### config.mk
export PLATFORM = sky130hd
export DESIGN_NAME = mem_port_responder
export DESIGN_NICKNAME = d
export VERILOG_FILES = /design/src/rtl/mem_port_responder.sv
export SDC_FILE = /design/constraint.sdc
export NUM_CORES = 2
export LEC_CHECK = 0
export ABC_CLOCK_PERIOD_IN_PS = 6800
export CELL_PAD_IN_SITES_DETAIL_PLACEMENT = 0
export CELL_PAD_IN_SITES_GLOBAL_PLACEMENT = 1
export CORE_UTILIZATION = 35
export DETAILED_ROUTE_END_ITERATION = 16
export MAX_ROUTING_LAYER = met4
export PLACE_DENSITY = 0.59
export SLEW_MARGIN = 10
export SYNTH_ARGS = -nofsm -noshare
export SYNTH_HDL_FRONTEND = slang
export SYNTH_SLANG_ARGS = --single-unit
### constraint.sdc
create_clock -name clock -period 6.8 [get_ports clock]
set_input_delay 0.68 -clock clock [delete_from_list [all_inputs] [get_ports clock]]
set_output_delay 0.68 -clock clock [all_outputs]
set_load 0.01 [all_outputs]
### src/rtl/mem_port_responder.sv
// Memory-side responder for one mem_handle port. Requests are serviced
// against a synchronous single-port RAM. Posted writes go into a small
// circular buffer that drains to the RAM whenever the port is idle. Reads
// are forwarded from that buffer when they hit it. Through requests first
// drain the buffer completely, so they are ordered against the RAM.
//
// Every output is a register. Each one is loaded from next-state values,
// so a RAM access becomes visible in the same cycle as the state that owns it.
//
// state     | meaning
// ----------+-----------------------------------------------------------
// S_IDLE    | waiting for a request; pops one buffer entry if none arrives
// S_DRAIN   | through request pending; one buffer entry is written per cycle
// S_RAM_WR  | through-write data on the RAM port
// S_RD_ADDR | read address on the RAM port
// S_RD_DATA | RAM read data valid, captured into data_load at the edge
// S_RESP    | done pulse; a new request may be accepted here
module mem_port_responder #(
  parameter int ADDR_SIZE = 23,
  parameter int DATA_SIZE = 32,
  parameter int DEPTH     = 1024,
  parameter int BUF_DEPTH = 8,   // must be a power of two (pointers wrap naturally)
  localparam int RA = $clog2(DEPTH)
) (
  input  logic                 clock,
  input  logic                 reset_n,
  input  logic [ADDR_SIZE-1:0] region_begin,
  input  logic [ADDR_SIZE-1:0] region_end,
  input  logic [ADDR_SIZE-1:0] ptr,
  input  logic                 w_en,
  input  logic                 r_en,
  input  logic                 write_through,
  input  logic                 read_through,
  input  logic [DATA_SIZE-1:0] data_store,
  output logic                 avail,
  output logic                 done,
  output logic                 fault,
  output logic [DATA_SIZE-1:0] data_load,
  output logic [RA-1:0]        ram_addr,
  output logic [DATA_SIZE-1:0] ram_wdata,
  output logic                 ram_we,
  input  logic [DATA_SIZE-1:0] ram_rdata
);

  localparam int BI = $clog2(BUF_DEPTH);
  localparam logic [BI:0]        BUF_FULL  = (BI+1)'(BUF_DEPTH);
  localparam logic [ADDR_SIZE:0] DEPTH_LIM = (ADDR_SIZE+1)'(DEPTH);

  typedef enum logic [2:0] {
    S_IDLE, S_DRAIN, S_RAM_WR, S_RD_ADDR, S_RD_DATA, S_RESP
  } state_t;

  state_t state, state_nxt;

  logic [RA-1:0]        buf_addr [BUF_DEPTH];
  logic [DATA_SIZE-1:0] buf_data [BUF_DEPTH];
  logic [BI-1:0]        head, tail;
  logic [BI:0]          count, count_nxt;

  logic [RA-1:0]        req_addr;
  logic [DATA_SIZE-1:0] req_data;
  logic                 req_write;

  logic                 accept, bad_req, hit, capture, push, pop;
  logic [RA-1:0]        ptr_ram;
  logic [DATA_SIZE-1:0] hit_data;
  logic [BI-1:0]        slot;

  logic                 avail_nxt, done_nxt, fault_nxt, ram_we_nxt;
  logic [DATA_SIZE-1:0] data_load_nxt, ram_wdata_nxt;
  logic [RA-1:0]        ram_addr_nxt;

  // avail is registered high only in S_IDLE/S_RESP, so it alone qualifies a strobe
  assign accept  = avail & (w_en | r_en);
  assign ptr_ram = ptr[RA-1:0];
  assign bad_req = (w_en & r_en) | (ptr < region_begin) | (ptr > region_end)
                 | ({1'b0, ptr} >= DEPTH_LIM);

  // Buffer search, oldest to newest, so the newest matching entry is kept
  always_comb begin
    hit      = 1'b0;
    hit_data = '0;
    slot     = '0;
    for (int i = 0; i < BUF_DEPTH; i++) begin
      slot = head + BI'(i);
      if (((BI+1)'(i) < count) && (buf_addr[slot] == ptr_ram)) begin
        hit      = 1'b1;
        hit_data = buf_data[slot];
      end
    end
  end

  // Next-state logic and next values of the registered outputs
  always_comb begin
    state_nxt     = state;
    capture       = 1'b0;
    push          = 1'b0;
    pop           = 1'b0;
    fault_nxt     = 1'b0;
    data_load_nxt = data_load;
    ram_we_nxt    = 1'b0;
    ram_addr_nxt  = ram_addr;
    ram_wdata_nxt = ram_wdata;
    case (state)
      S_IDLE, S_RESP: begin
        if (accept) begin
          capture = 1'b1;
          if (bad_req) begin
            state_nxt = S_RESP;
            fault_nxt = 1'b1;
          end else if (w_en && !write_through) begin
            state_nxt = S_RESP;
            push      = 1'b1;
          end else if (w_en) begin
            if (count != '0) begin
              state_nxt = S_DRAIN;
              pop       = 1'b1;
            end else begin
              state_nxt     = S_RAM_WR;
              ram_we_nxt    = 1'b1;
              ram_addr_nxt  = ptr_ram;
              ram_wdata_nxt = data_store;
            end
          end else if (!read_through && hit) begin
            state_nxt     = S_RESP;
            data_load_nxt = hit_data;
          end else if (read_through && (count != '0)) begin
            state_nxt = S_DRAIN;
            pop       = 1'b1;
          end else begin
            state_nxt    = S_RD_ADDR;
            ram_addr_nxt = ptr_ram;
          end
        end else begin
          state_nxt = S_IDLE;
          // RESP never drains; only a quiet IDLE cycle does
          pop = (state == S_IDLE) && (count != '0);
        end
      end
      S_DRAIN: begin
        if (count != '0) begin
          pop = 1'b1;
        end else if (req_write) begin
          state_nxt     = S_RAM_WR;
          ram_we_nxt    = 1'b1;
          ram_addr_nxt  = req_addr;
          ram_wdata_nxt = req_data;
        end else begin
          state_nxt    = S_RD_ADDR;
          ram_addr_nxt = req_addr;
        end
      end
      S_RAM_WR:  state_nxt = S_RESP;
      S_RD_ADDR: state_nxt = S_RD_DATA;
      S_RD_DATA: begin
        state_nxt     = S_RESP;
        data_load_nxt = ram_rdata;
      end
      default:   state_nxt = S_IDLE;
    endcase
    if (pop) begin
      ram_we_nxt    = 1'b1;
      ram_addr_nxt  = buf_addr[head];
      ram_wdata_nxt = buf_data[head];
    end
  end

  // Occupancy update; push and pop are mutually exclusive by construction
  always_comb begin
    count_nxt = count;
    if (push)     count_nxt = count + (BI+1)'(1);
    else if (pop) count_nxt = count - (BI+1)'(1);
  end

  assign done_nxt  = (state_nxt == S_RESP);
  assign avail_nxt = ((state_nxt == S_IDLE) || (state_nxt == S_RESP)) && (count_nxt < BUF_FULL);

  // State register
  always_ff @(posedge clock or negedge reset_n) begin
    if (!reset_n) state <= S_IDLE;
    else          state <= state_nxt;
  end

  // Buffer pointers, captured request and registered outputs
  always_ff @(posedge clock or negedge reset_n) begin
    if (!reset_n) begin
      head      <= '0;
      tail      <= '0;
      count     <= '0;
      req_addr  <= '0;
      req_data  <= '0;
      req_write <= 1'b0;
      avail     <= 1'b0;
      done      <= 1'b0;
      fault     <= 1'b0;
      data_load <= '0;
      ram_we    <= 1'b0;
      ram_addr  <= '0;
      ram_wdata <= '0;
    end else begin
      if (push) tail <= tail + BI'(1);
      if (pop)  head <= head + BI'(1);
      count <= count_nxt;
      if (capture) begin
        req_addr  <= ptr_ram;
        req_data  <= data_store;
        req_write <= w_en;
      end
      avail     <= avail_nxt;
      done      <= done_nxt;
      fault     <= fault_nxt;
      data_load <= data_load_nxt;
      ram_we    <= ram_we_nxt;
      ram_addr  <= ram_addr_nxt;
      ram_wdata <= ram_wdata_nxt;
    end
  end

  // Buffer storage; contents are meaningful only between head and tail
  always_ff @(posedge clock) begin
    if (push) begin
      buf_addr[tail] <= ptr_ram;
      buf_data[tail] <= data_store;
    end
  end

endmodule

==> impl_metrics.toml <==
[power_and_ir_drop]
pwr-share-comb_pct = 63.8
swShare_pct = 44.52
p_int_mw = 10.73
power.switching_mw = 8.609
p_leak_nw = 14.54
clock_power_share_pct = 16.0
ir_drop_mv = 0.3932
p_per_area_nw_per_um2 = 489.1
finalPower_mw = 19.34
sequentialPowerShare_pct = 20.3

[timing]
setup_viol = 0
rsz0062_at_grt = "false"
min_period_ps = 5475
worst_slew_pin_slew_ps = 1165
slew_violations = 0
fmax_mhz = 182.7
finalHoldViolCount = 0
setup_ws_ps = 1325
setup-tns-final_ps = 0
post-route-period-util_pct = 80.51
finClkSkew_ps = 22.44
slew_headroom_pct = 22.11

[floorplanning]
dieHeight_um = 314.0
row_count = 114
coreArea_um2 = 96570
die_area_um2 = 98610
initial_core_util_pct = 35.29
die_w_um = 314.0
pin_count = 217

[finish]
area_growth_syn_to_layout_pct = 16.02
fillers = 8960
instances_no_fill = 4324
final_common_cell = "nand2_1"
register_area_um2 = 13450
most-common-layout-cells = "389 x nand2_1, 338 x mux2i_1, 336 x edfxtp_1"
post_route_cells_drive_above_1_share_pct = 19.86
multi_input_area_um2 = 19370
num-nets-final = 3189
design_area_um2 = 39540

[clock_network]
clk_pin_slew_ps = 60
cts-root-buf = "clkbuf_16"
htree_levels = 2
insertion_delay_ps = 640
cts_tree = "done"
clk_path_buf_depth = 3
numCtsBuffers = 57
cts_sinks = 470

[worst_setup_path]
crit_type = "flip-flop to flip-flop"
critPathMaxFanout = 45
path_common_cell = "mux2_2"
crit_family = "simple AND/OR/NAND/NOR gates"
arrival_ps = 5990
crit_buf_inv = 1
endpoint_kind = "flip-flop"
max_stage_delay_ps = 820
required_ps = 7320
critPathLaunchType = "flip-flop"
crit_slowest_cell = "nor4_4"
crit_chain = "inv_2, ha_4, mux2i_1, mux2_2, o2111ai_1, o21a_1, or4_1, o32ai_2, nor4_4, o32a_1, mux2_2"

[placement]
post-dp-hpwl_um = 79110
dp.cells = 4215
gp_congestion = 0.8824
io_buffer_count = 216
dpl_cell_area_um2 = 37630
post-place-ws_ps = 1261

[routing]
vias = 26410
wl_per_cell_um = 28.06
drt_iter0_drc = 2316
drt-pass1-iter-count = 6
drt_wl_total_um = 121300
drc_errors = 0
drtAntennaViolNets = 0
vias_per_cell = 6.107

[synthesis]
syn_inst = 2883
synth_area_leaders = "edfxtp_1 30%, mux4_2 20%, mux2i_1 9.9%"
syn_area_um2 = 34080
ys_ff_latch = 470
synthesis.nets = 3073
synth_edf_count = 336
synth_cell_types = 78
ys_async_sr_fraction_pct = 28.51
synth-main-ff-cell = "edfxtp_1"
syn_area_per_cell_um2 = 11.82
synth_warnings = 0
synth_top_area_share_pct = 29.61
seq_area_frac_synth_pct = 39.45
synth_area_leader_cell = "edfxtp_1"

[status]
outcome = "finished, final reports clean"

[grt]
grt_max_degree = 127
antenna_found_initial = 2
globalRouteMet1Util_pct = 32.80
track_usage_pct = 25.10
grt_pass1_vias = 26320
grt_overflow = 0
grt_pass1_wl_um = 178700
busiest_layer = "met2"
grt_use_met3_pct = 4.302
met2_usage_pct = 40.48

[worst_hold_path]
hold_path_class = "flip-flop to flip-flop"

[job]
drv_cap = 0
==> kinds of logic after synthesis <==
logic type	count (synthesis)	synth area share (%)
compound gates	455	9.014
buf+inv	319	4.289
xor+xnor	76	2.019
mux	734	33.14
fa+ha+maj	51	1.873
simple gates	778	10.22
flops	470	39.45
==> state kept, by name, summed over array words and instances, names as in the netlist <==
register,cells
avail,1
tail,3
ram_wdata,32
state,3
ram_addr,10
req_addr,10
fault,1
count,4
done,1
req_write,1
req_data,32
buf_data,256
head,3
data_load,32
buf_addr,80
ram_we,1
==> worst register-to-register path, delay by kind of cell, from the launching register on <==
family | cells | cell delay [ps]
buf+inv | 1 | 180
compound gates | 4 | 1320
simple gates | 2 | 1460
fa+ha+maj | 1 | 780
mux | 3 | 990
flops | 1 | 630
==> synthesized netlist by cell type, types with 26 or more instances <==
cell type and n:
a211oi_1 45, a21oi_1 125, a31oi_1 45, and3_1 29, buf_1 26, buf_2 79
clkbuf_1 106, dfrtp_1 134, edfxtp_1 336, ha_1 51, inv_1 72, mux2_2 89
mux2i_1 338, mux4_2 305, nand2_1 391, nand3_1 57, nor2_1 145, nor3_1 51
o211ai_1 41, o21ai_0 57, o221ai_1 34, xnor2_1 52
==> cell type report <==
type,count,area share (%)
Sequential cell,470,34.03
Antenna cell,2,0.01266
Clock buffer,74,3.972
Clock inverter,32,0.8007
Timing Repair Buffer,299,7.434
Tap cell,1276,4.038
Inverter,77,0.7310
Multi-Input combinational cell,2094,48.98
==> path summary, 6_finish.rpt <==
kind / from / endpoint / slack [ps] / cells past startpoint
worst min register to register: req_data[8] / req_data[8] / 470 / 2
max in group asynchronous: reset_n / req_data[31] / 5100 / 3
worst max register to register: head[1] / ram_addr[6] / 1330 / 11
min in group asynchronous: reset_n / ram_wdata[0] / 570 / 2
worst max-delay path: head[1] / ram_addr[6] / 1330 / 11
worst min-delay path: req_data[8] / req_data[8] / 470 / 2
==> stage by stage <==
step	hold slack, ps	util (%)
after floorplan	384.4	-
after global placement	451.8	38.97
after detailed placement	458.3	38.97
after CTS	472.9	40.94
after global routing	490.5	40.94
final	470.9	40.94
==> metal layers <==
metal | wire (um) | part of all wire [%] | up-vias
met5 | 0 | 0 | -
met4 | 2963 | 2.4 | 0
met3 | 8732 | 7.2 | 193
met2 | 58340 | 48 | 1202
met1 | 51310 | 42 | 13540
li1 | - | - | 11470
==> power groups by stage <==
stage	Clock, mW	Combinational (mW)	Sequential (mW)
4_1_cts	3.16	12.3	3.92
3_5_place_dp	0	12.3	3.97
3_3_place_gp	0	12.1	3.96
5_1_grt	3.27	13.2	3.97
6_report	3.09	12.3	3.92
2_1_floorplan	0	8.96	3.84
==> repair_timing <==
action | CTS | global route
resized for setup | 0 | 0
buffers inserted | 0 | 0
hold endpoints to repair | 34 | 0
hold buffers | 1 | 0
No activity file was read; power rests on OpenSTA's default activity.
